[src/rtl/seq_divider_if.sv]
// Handshake and result bundle between the execute-stage control unit and seq_divider.
// The control unit is the master; the divider is the slave.
interface seq_divider_if #(
  parameter int WIDTH = 32
);
  logic             div_start;
  logic             div_signed;
  logic [WIDTH-1:0] dividend;
  logic [WIDTH-1:0] divisor;
  logic             busy;
  logic             div_end;
  logic             div_by_zero;
  logic [WIDTH-1:0] hi;
  logic [WIDTH-1:0] lo;

  modport master (
    output div_start, div_signed, dividend, divisor,
    input  busy, div_end, div_by_zero, hi, lo
  );

  modport slave (
    input  div_start, div_signed, dividend, divisor,
    output busy, div_end, div_by_zero, hi, lo
  );
endinterface

[src/rtl/seq_divider.sv]
// Radix-2 restoring DIV/DIVU for HI/LO: WIDTH+1 cycles start-to-div_end; starts while busy are dropped.
// SEQ_DIVIDER_EARLY_TERM_EN: finish at the start edge when |dividend| < |divisor|.
module seq_divider #(
  parameter int WIDTH = 32
) (
  input logic          clk,
  input logic          rst,
  seq_divider_if.slave bus
);
  localparam int CW = $clog2(WIDTH);
  localparam logic [CW-1:0] LAST = CW'(WIDTH - 1);

  typedef enum logic [1:0] {IDLE, CALC, FIX} state_t;
  state_t state, state_nxt;

  logic [WIDTH-1:0] dvd, dvs, quo, rem;
  logic [CW-1:0]    cnt;
  logic             q_neg, r_neg;
  logic             busy, div_end, div_by_zero;
  logic [WIDTH-1:0] hi, lo;

  logic             a_neg, b_neg, div_zero, early, accept;
  logic [WIDTH-1:0] mag_a, mag_b;
  logic [WIDTH:0]   trial;
  logic             fits;

  always_comb begin
    a_neg    = bus.div_signed & bus.dividend[WIDTH-1];
    b_neg    = bus.div_signed & bus.divisor[WIDTH-1];
    mag_a    = a_neg ? -bus.dividend : bus.dividend;
    mag_b    = b_neg ? -bus.divisor : bus.divisor;
    div_zero = (bus.divisor == '0);
    accept   = (state == IDLE) && bus.div_start;
`ifdef SEQ_DIVIDER_EARLY_TERM_EN
    early    = !div_zero && (mag_a < mag_b);
`else
    early    = 1'b0;
`endif
    // Partial remainder with the next dividend bit shifted in.
    trial    = {rem, dvd[WIDTH-1]};
    fits     = (trial >= {1'b0, dvs});
  end

  always_ff @(posedge clk or posedge rst) begin
    if (rst) state <= IDLE;
    else     state <= state_nxt;
  end

  always_comb begin
    state_nxt = state;
    case (state)
      IDLE:    if (accept && !div_zero && !early) state_nxt = CALC;
      CALC:    if (cnt == LAST) state_nxt = FIX;
      FIX:     state_nxt = IDLE;
      default: state_nxt = IDLE;
    endcase
  end

  always_ff @(posedge clk or posedge rst) begin
    if (rst) begin
      dvd         <= '0;
      dvs         <= '0;
      quo         <= '0;
      rem         <= '0;
      cnt         <= '0;
      q_neg       <= 1'b0;
      r_neg       <= 1'b0;
      busy        <= 1'b0;
      div_end     <= 1'b0;
      div_by_zero <= 1'b0;
      hi          <= '0;
      lo          <= '0;
    end else begin
      div_end     <= 1'b0;
      div_by_zero <= 1'b0;
      case (state)
        IDLE: begin
          if (accept) begin
            if (div_zero) begin
              div_end     <= 1'b1;
              div_by_zero <= 1'b1;
            end else if (early) begin
              hi      <= bus.dividend;
              lo      <= '0;
              div_end <= 1'b1;
            end else begin
              dvd   <= mag_a;
              dvs   <= mag_b;
              q_neg <= a_neg ^ b_neg;
              r_neg <= a_neg;
              quo   <= '0;
              rem   <= '0;
              cnt   <= '0;
              busy  <= 1'b1;
            end
          end
        end
        CALC: begin
          // The restored remainder is always below the divisor, so WIDTH bits hold it.
          rem <= fits ? WIDTH'(trial - {1'b0, dvs}) : trial[WIDTH-1:0];
          quo <= {quo[WIDTH-2:0], fits};
          dvd <= {dvd[WIDTH-2:0], 1'b0};
          cnt <= cnt + 1'b1;
        end
        FIX: begin
          lo      <= q_neg ? -quo : quo;
          hi      <= r_neg ? -rem : rem;
          div_end <= 1'b1;
          busy    <= 1'b0;
        end
        default: ;
      endcase
    end
  end

  assign bus.busy        = busy;
  assign bus.div_end     = div_end;
  assign bus.div_by_zero = div_by_zero;
  assign bus.hi          = hi;
  assign bus.lo          = lo;
endmodule

[src/flat_wrapper.sv]
// flat-port wrapper written by rule: the top's interface ports become plain ports
module seq_divider_flat 
#(
  parameter int WIDTH = 32
)
  (clk, rst, bus_div_start, bus_div_signed, bus_dividend, bus_divisor, bus_busy, bus_div_end, bus_div_by_zero, bus_hi, bus_lo);
  seq_divider_if #(.WIDTH(WIDTH)) bus_i ();
  input logic clk;
  input logic rst;
  input wire logic [$bits(bus_i.div_start)-1:0] bus_div_start;
  input wire logic [$bits(bus_i.div_signed)-1:0] bus_div_signed;
  input wire logic [$bits(bus_i.dividend)-1:0] bus_dividend;
  input wire logic [$bits(bus_i.divisor)-1:0] bus_divisor;
  output wire logic [$bits(bus_i.busy)-1:0] bus_busy;
  output wire logic [$bits(bus_i.div_end)-1:0] bus_div_end;
  output wire logic [$bits(bus_i.div_by_zero)-1:0] bus_div_by_zero;
  output wire logic [$bits(bus_i.hi)-1:0] bus_hi;
  output wire logic [$bits(bus_i.lo)-1:0] bus_lo;
  assign bus_i.div_start = bus_div_start;
  assign bus_i.div_signed = bus_div_signed;
  assign bus_i.dividend = bus_dividend;
  assign bus_i.divisor = bus_divisor;
  assign bus_busy = bus_i.busy;
  assign bus_div_end = bus_i.div_end;
  assign bus_div_by_zero = bus_i.div_by_zero;
  assign bus_hi = bus_i.hi;
  assign bus_lo = bus_i.lo;
  seq_divider #(.WIDTH(WIDTH)) u_core (.clk(clk), .rst(rst), .bus(bus_i));
endmodule
[config.mk]
export PLATFORM = sky130hd
export DESIGN_NAME = seq_divider_flat
export DESIGN_NICKNAME = d
export VERILOG_FILES = /design/src/rtl/seq_divider_if.sv /design/src/rtl/seq_divider.sv /design/src/flat_wrapper.sv
export SDC_FILE = /design/constraint.sdc
export NUM_CORES = 1
export LEC_CHECK = 0
export BUFFER_PORTS_ARGS = -buffer_cell sky130_fd_sc_hd__buf_2
export CELL_PAD_IN_SITES_DETAIL_PLACEMENT = 0
export CELL_PAD_IN_SITES_GLOBAL_PLACEMENT = 2
export CORE_MARGIN = 2
export CORE_UTILIZATION = 40
export DETAILED_ROUTE_END_ITERATION = 7
export PLACE_DENSITY_LB_ADDON = 0.2
export SLEW_MARGIN = 20
export SYNTH_ARGS = -nofsm -noshare
export SYNTH_HDL_FRONTEND = slang
export SYNTH_SLANG_ARGS = --single-unit
[constraint.sdc]
create_clock -name clk -period 14.35 [get_ports clk]
set_input_delay 0 -clock clk [delete_from_list [all_inputs] [get_ports clk]]
set_output_delay 0 -clock clk [all_outputs]
set_load 0.03 [all_outputs]
==> results of run 1 <==
## how the worst max path moves through the flow
stage                            to  slack, ns  cells after the start
floorplan           u_core.bus.busy       8.78                      1
global placement     u_core.rem[18]      10.58                      9
detailed placement   u_core.rem[30]      10.47                      9
CTS                  u_core.rem[30]      10.45                      9
global route         u_core.rem[23]      10.01                      9
finish               u_core.rem[24]      10.42                      9
## logic make-up after synthesis
family	Yosys count	share of synthesized area, %
adders and majority gates	39	4.011
muxes	2	0.1621
and+or+nand+nor	429	16.57
DFF	204	41.32
xor gates and xnor gates	143	10.14
buffers and inverters	136	4.477
AOI/OAI and AO/OA	427	23.32
## per-layer routing
layer / track usage (%) / up-vias / share of wire, %
met5: 0 / - / 0
met2: 30.51 / 238 / 42
li1: - / 5328 / -
met3: 2.411 / 37 / 4.1
met4: 3.772 / 0 / 1.4
met1: 33.26 / 5062 / 53
## power by group
part,internal (uW),leakage (uW),total [uW],switching [uW]
Clock,310,0.000349,548,238
Combinational,795,0.00364,1970,1180
Sequential,800,0.00263,1050,246
## per-stage QoR
| step | hold WS, ns | instance area [um2] | instances | total power (uW) | setup WS, ns |
|---|---|---|---|---|---|
| 2_1_floorplan | 0.1320 | 12350 | 1380 | 2452 | 8.783 |
| 3_3_place_gp | 0.2740 | 13250 | 1835 | 2985 | 10.58 |
| 3_5_place_dp | 0.2713 | 13250 | 1835 | 2992 | 10.47 |
| 4_1_cts | 0.2817 | 14740 | 1954 | 3575 | 10.45 |
| 5_1_grt | 0.3099 | 14750 | 1954 | 3883 | 10.01 |
| 6_report | 0.2146 | 14750 | 1954 | 3566 | 10.42 |
## tightest hold or removal path, delay by kind of cell
kind | cells | cell delay [ns]
buffers and inverters | 3 | 1.26
## registers in the layout (all words and copies together), names as in the netlist, 2 cells and up
signal,count
u_core.bus.hi,32
u_core.bus.lo,32
u_core.cnt,5
u_core.dvd,32
u_core.dvs,32
u_core.quo,32
u_core.rem,32
u_core.state,2
## area by class of cell
cell class              instances  share of cell area [%]
multi-input cells            1040                   45.59
flip-flops and latches        204                   34.62
repair buffers                219                   10.26
clock buffers                  29                   4.259
well taps                     396                   3.360
inverters                      56                   1.476
clock inverters                10                  0.4412
## placed cells by master, fill, tap and decap left out, types with 11 or more instances in the layout
cell type and instances:
sky130_fd_sc_hd__dfrtp_1 204, sky130_fd_sc_hd__nand2_1 191, sky130_fd_sc_hd__o21ai_0 151, sky130_fd_sc_hd__buf_2 134
sky130_fd_sc_hd__xor2_1 98, sky130_fd_sc_hd__nor2_1 83, sky130_fd_sc_hd__dlygate4sd3_1 80, sky130_fd_sc_hd__inv_1 55
sky130_fd_sc_hd__a21oi_1 54, sky130_fd_sc_hd__xnor2_1 45, sky130_fd_sc_hd__ha_1 38, sky130_fd_sc_hd__a221o_1 37
sky130_fd_sc_hd__o31ai_1 34, sky130_fd_sc_hd__nor3_1 31, sky130_fd_sc_hd__a22o_1 31, sky130_fd_sc_hd__clkbuf_16 23
sky130_fd_sc_hd__nand3_1 18, sky130_fd_sc_hd__o41ai_1 16, sky130_fd_sc_hd__a21o_1 16, sky130_fd_sc_hd__or3_1 15
sky130_fd_sc_hd__o211ai_1 14, sky130_fd_sc_hd__or4_1 12, sky130_fd_sc_hd__and2_1 12, sky130_fd_sc_hd__a31oi_1 12
sky130_fd_sc_hd__and3_1 12, sky130_fd_sc_hd__nor4_1 11
## timing repair
item	in CTS	in global routing
endpoints found under the hold margin	195	0
hold buffers	80	0
resized for setup	0	0
==> out/summary.md, run 1 <==
### Run status
• **status** finished, final reports clean

### Global route
• **total global routing track utilization** 20.89%
• **antenna violations before repair** 0
• **pin count of the biggest net entering global routing** 130
• **first-pass GRT wire length** 56100 um
• **vias in the first global route** 10120
• **Congestion Overflow GR** 0

### Synth
• **syn_nets** 1487
• **Area contributors post-synth** sky130_fd_sc_hd__dfrtp_1, sky130_fd_sc_hd__xor2_1, sky130_fd_sc_hd__o21ai_0
• **count of state elements after synthesis** 204
• **number of enable flip-flop cells after synthesis** 0
• **warning count from the yosys run** 0
• **combined area of all synthesized cells** 12350 um2
• **mean cell area of the mapped netlist** 8.952 um2
• **share of the synthesized area in the top cell type** 41.32%
• **Async SR Flop Fraction** 100.0%
• **leading cell type by number of instances after synthesis** sky130_fd_sc_hd__dfrtp_1
• **predominant post-synthesis flop cell** sky130_fd_sc_hd__dfrtp_1
• **Netlist cell types** 71
• **top cell types by occurrence after synthesis** sky130_fd_sc_hd__dfrtp_1, sky130_fd_sc_hd__nand2_1, sky130_fd_sc_hd__o21ai_0, sky130_fd_sc_hd__xor2_1, sky130_fd_sc_hd__nor2_1
• **cell taking the most area after synthesis** sky130_fd_sc_hd__dfrtp_1
• **sequential fraction of the synthesis area** 41.32%
• **Gate Count Post-Synth** 1380

### Worst setup path
• **Crit path largest cell delay** 0.74 ns
• **worst setup path category** flop to flop
• **Crit Reg-Reg Endpoint** u_core.rem[24]
• **first element of the critical path** u_core.rem[15]
• **required time of the critical path** 14.75 ns
• **CP delay by family, top** compound AO/OA/AOI/OAI gates
• **number of cells traversed by the worst register-to-register path** 9
• **Buf/Inv on CP** 0
• **worst reg2reg setup slack** 10.42 ns
• **slowest stage cell on the critical path** sky130_fd_sc_hd__nand2_1
• **worst flop-to-flop path startpoint** u_core.rem[15]
• **list of cells traversed by the critical path** ha_1 > a21oi_1 > o21ai_0 > nor4_1 > and3_1 > nor3b_2 > o21ai_1 > nand2_1 > a311o_1
• **Data arrival, critical path** 4.33 ns
• **element type at the critical path end** flop
• **peak fanout along the critical path** 21
• **Worst Setup Start Kind** flop

### Timing
• **tightest slew margin relative to the limit** 29.12%
• **Final Max Slew Viols** 0
• **RSZ-0062 raised after global routing** false
• **sum of negative setup slack** 0 ns
• **Final Hold Vio Count** 0
• **clock skew** 0.01008 ns
• **minimum clock period after layout** 3.932 ns
• **ratio of final minimum period to clock period** 27.40%
• **Worst-Margin Slew** 1.063 ns
• **achievable frequency** 254.3 MHz
• **final-report setup violation count** 0

### Power
• **leakage power** 0.006616 uW
• **cell area power density** 241.8 nW/um2
• **largest voltage drop on the vdd net** 107.8 uV

### Clock network
• **clock buffer count from CTS** 23
• **TritonCTS clock tree** done
• **clock latency on the worst-skew pair** 0.51 ns
• **Sink Count** 204
• **deepest clock path buffer count** 3
• **Clk Tree Root Cell** sky130_fd_sc_hd__clkbuf_16
• **maximum level of the CTS H-tree** 1
• **number of buffers inserted by post-CTS setup repair** 0
• **clock-pin slew reported for the worst setup and hold paths after clock tree synthesis** 0.06 ns

### Placement
• **DP HPWL** 23830 um
• **global placement routability congestion** 0.8920
• **number of buffer cells added on primary ports** 134

### Final layout
• **fraction of final layout cells with drive strength greater than 1** 13.09%
• **layout filler cell count** 2989
• **post-layout utilization of the core** 48.34%
• **synth-to-layout area growth** 19.38%
• **FF/Latch Area** 5105 um2
• **total area of multi-input combinational cells** 6723 um2
• **antenna fix cells** 0
• **total number of nets in the final design** 1651

### Floorplanning
• **DIE AREA** 32300 um2
• **core area** 30510 um2
• **height of the die** 179.7 um
• **initial standard-cell utilization of the core** 40.49%
• **Core Rows** 64
• **number of top-level pins** 135
• **DIE WIDTH** 179.7 um

### Run
• **max capacitance violation total** 0

### Detailed routing
• **post-route ant nets** 0
• **final wirelength** 33880 um
• **iteration-0 DRC count of the detailed router** 692
• **detail-routed net length per standard cell** 17.34 um
• **first-pass iteration count of the detailed router** 4
• **via count** 10670
• **DRC violations left** 0
• **average via count per standard cell** 5.458

### Hold path
• **Hold/Removal Path Class** input port to async pin

Note: power is estimated with default switching activity, not from simulation.
==> inputs of run 2 (changes only) <==
--- a/config.mk
+++ b/config.mk
@@ -5,11 +5,12 @@
 export SDC_FILE = /design/constraint.sdc
 export NUM_CORES = 1
 export LEC_CHECK = 0
+export ABC_AREA = 1
 export BUFFER_PORTS_ARGS = -buffer_cell sky130_fd_sc_hd__buf_2
 export CELL_PAD_IN_SITES_DETAIL_PLACEMENT = 0
 export CELL_PAD_IN_SITES_GLOBAL_PLACEMENT = 2
 export CORE_MARGIN = 2
-export CORE_UTILIZATION = 40
+export CORE_UTILIZATION = 33
 export DETAILED_ROUTE_END_ITERATION = 7
 export PLACE_DENSITY_LB_ADDON = 0.2
 export SLEW_MARGIN = 20
==> constraint.sdc (replaced) <==
create_clock -name clk -period 3.7 [get_ports clk]
set_input_delay 0 -clock clk [delete_from_list [all_inputs] [get_ports clk]]
set_output_delay 0 -clock clk [all_outputs]
set_load 0.03 [all_outputs]
==> out/summary.md, run 2 <==
### Run status
• **status** finished, final reports clean

### Global route
• **fraction of met2 tracks used by global routing** 32.24%, +1.7 points
• **first-pass GRT wire length** 74810 um, +33%
• **busiest layer in global routing** met2
• **routing usage on met1** 32.00%, -1.3 points
• **Congestion Overflow GR** 0, unchanged
• **pin count of the biggest net entering global routing** 77, -41%
• **vias in the first global route** 13420, +33%
• **antenna violations before repair** 0, unchanged
• **global routing usage on met3** 1.928%, -0.48 points
• **total global routing track utilization** 20.98%, +0.084 points

### Timing
• **sum of negative setup slack** 0 ns, unchanged
• **clock skew** 0.008059 ns, -0.002019 ns
• **Final Max Slew Viols** 0, unchanged
• **RSZ-0062 raised after global routing** false
• **tightest slew margin relative to the limit** 33.69%, +4.6 points
• **Worst-Margin Slew** 0.9946 ns, -0.06852 ns
• **Final Hold Vio Count** 0, unchanged
• **final-report setup violation count** 0, unchanged
• **ratio of final minimum period to clock period** 81.64%
• **minimum clock period after layout** 3.021 ns
• **achievable frequency** 331.1 MHz

### Placement
• **number of buffer cells added on primary ports** 134, unchanged
• **DP HPWL** 35660 um, +50%
• **global placement routability congestion** 0.8539, -4.3%

### Final layout
• **FF/Latch Area** 5105 um2, unchanged
• **antenna fix cells** 0, unchanged
• **highest-count cells in the layout ignoring fill and taps** sky130_fd_sc_hd__nand2_1, sky130_fd_sc_hd__inv_1, sky130_fd_sc_hd__nand3_1
• **total area of multi-input combinational cells** 7750 um2, +15%
• **total number of nets in the final design** 2478, +50%
• **layout filler cell count** 4705, +57%
• **leading cell type in the layout, fill and taps excluded** sky130_fd_sc_hd__nand2_1
• **fraction of final layout cells with drive strength greater than 1** 9.791%, -3.3 points
• **synth-to-layout area growth** 21.32%

### Detailed routing
• **average via count per standard cell** 4.734, -13%
• **DRC violations left** 0, unchanged
• **via count** 14090, +32%
• **detail-routed net length per standard cell** 15.75 um, -9.1%
• **first-pass iteration count of the detailed router** 7, +3
• **final wirelength** 46870 um, +38%
• **iteration-0 DRC count of the detailed router** 995, +44%
• **post-route ant nets** 0, unchanged

### Power
• **cell area power density** 941.1 nW/um2, +290%
• **Overall Power** 16290 uW, +360%
• **leakage power** 0.009021 uW, +36%
• **largest voltage drop on the vdd net** 466.2 uV, +330%

### Hold path
• **Hold/Removal Path Class** input port to async pin

### Synth
• **top cell types by occurrence after synthesis** sky130_fd_sc_hd__nand2_1, sky130_fd_sc_hd__inv_1, sky130_fd_sc_hd__nand3_1, sky130_fd_sc_hd__dfrtp_1, sky130_fd_sc_hd__nor2_1
• **mean cell area of the mapped netlist** 6.547 um2, -27%
• **combined area of all synthesized cells** 14270 um2, +15%
• **Area contributors post-synth** sky130_fd_sc_hd__dfrtp_1, sky130_fd_sc_hd__nand2_1, sky130_fd_sc_hd__nand3_1
• **sequential fraction of the synthesis area** 35.78%, -5.5 points
• **count of state elements after synthesis** 204, unchanged
• **share of the synthesized area in the top cell type** 35.78%, -5.5 points
• **predominant post-synthesis flop cell** sky130_fd_sc_hd__dfrtp_1
• **warning count from the yosys run** 0, unchanged
• **Netlist cell types** 40, -44%
• **Async SR Flop Fraction** 100.0%, unchanged
• **Gate Count Post-Synth** 2179, +58%
• **cell taking the most area after synthesis** sky130_fd_sc_hd__dfrtp_1
• **leading cell type by number of instances after synthesis** sky130_fd_sc_hd__nand2_1
• **number of enable flip-flop cells after synthesis** 0, unchanged
• **syn_nets** 2286, +54%

### Worst setup path
• **worst flop-to-flop path startpoint** u_core.rem[21]
• **peak fanout along the critical path** 25, +19%
• **worst setup path category** input port to flop
• **required time of the critical path** 4.13 ns, -10.62 ns
• **element type at the critical path end** flop
• **Worst Setup Start Kind** input port
• **Data arrival, critical path** 3.45 ns, -0.88 ns
• **CP dominant cell by count** sky130_fd_sc_hd__nand2_1
• **worst reg2reg setup slack** 1.04 ns, -9.38 ns
• **list of cells traversed by the critical path** dlygate4sd3_1 > buf_2 > nand2_1 > inv_1 > nand2_1 > nand2_1 > nand2_1 > dlygate4sd3_1 > nand3_1 > dlygate4sd3_1 > nand3_1
• **number of cells traversed by the worst register-to-register path** 11, +2
• **first element of the critical path** bus_dividend[31]
• **slowest stage cell on the critical path** sky130_fd_sc_hd__inv_1
• **Crit Reg-Reg Endpoint** u_core.rem[27]
• **Crit path largest cell delay** 0.71 ns, -0.03 ns

### Floorplanning
• **initial standard-cell utilization of the core** 33.27%, -7.2 points
• **Core Rows** 76, +19%
• **number of top-level pins** 135, unchanged
• **core area** 42890 um2, +41%
• **height of the die** 211.9 um, +18%
• **DIE WIDTH** 211.9 um, +18%
• **DIE AREA** 44910 um2, +39%

### Clock network
• **clock latency on the worst-skew pair** 0.55 ns, +0.04 ns
• **number of buffers inserted by post-CTS setup repair** 0, unchanged
• **clock buffer count from CTS** 26, +13%
• **deepest clock path buffer count** 3, unchanged
• **TritonCTS clock tree** done
• **maximum level of the CTS H-tree** 1, unchanged
• **Clk Tree Root Cell** sky130_fd_sc_hd__clkbuf_16
• **Sink Count** 204, unchanged
• **clock-pin slew reported for the worst setup and hold paths after clock tree synthesis** 0.06 ns, about the same

### Run
• **max capacitance violation total** 0, unchanged

run 2: cell families (layout without fill, tap and decap cells):
logic type	after synthesis	count (layout)	share of synthesized area, %
buf+inv	365	576	10.16
flops	204	204	35.78
xor+xnor	86	86	5.280
fa+ha+maj	39	39	3.473
compound gates	174	174	6.394
simple gates	1311	1311	38.91
run 2: routing by layer:
metal  wire length [um]  vias to the layer above
met5                  0                        -
met1              24400                     6519
met3               1773                       37
met2              20090                      271
li1                   -                     7258
met4                610                        0
run 2: how the worst max path moves through the flow:
stage                                  to  cells after the start  slack, ns
after floorplan           u_core.bus.busy                      1       1.06
after global placement     u_core.rem[28]                     13       1.02
after detailed placement   u_core.rem[27]                     13       1.04
after CTS                  u_core.dvd[29]                     11       0.67
after global routing       u_core.dvd[29]                     11       0.49
final                      u_core.dvd[29]                     11       0.68
run 2: power by group:
group	switching, uW	leakage, uW	total (uW)	internal, uW
Sequential	841	0.00253	3980	3140
Combinational	6380	0.00604	9560	3180
Clock	1040	0.000450	2750	1710
run 2: timing repair:
| action | in CTS | in global routing |
|---|---|---|
| gates resized for setup | 0 | 0 |
| hold buffers | 84 | 0 |
| endpoints found under the hold margin | 93 | 0 |
run 2: area by class of cell:
| cell class | count | share of cell area [%] |
|---|---|---|
| flip-flops and latches | 204 | 29.49 |
| clock inverters | 11 | 1.027 |
| repair buffers | 232 | 9.629 |
| inverters | 297 | 6.463 |
| multi-input cells | 1610 | 44.78 |
| well taps | 585 | 4.229 |
| clock buffers | 36 | 4.381 |
run 2: worst max-delay path, delay by kind of cell:
| kind | cells | cell delay [ns] |
|---|---|---|
| buffers and inverters | 5 | 2.50 |
| and+or+nand+nor | 6 | 0.96 |
run 2: metrics by stage:
step                cells  setup slack (ns)  cell area, um2  util, %  hold WS (ns)
finish               2975            0.6794           17310    40.36       0.09542
CTS                  2975            0.6739           17310    40.36       0.08732
detailed placement   2844             1.045           15530    36.21        0.1188
floorplan            2179             1.056           14270        -        0.1535
global placement     2844             1.022           15530    36.21        0.1175
global route         2975            0.4892           17310    40.36        0.1472
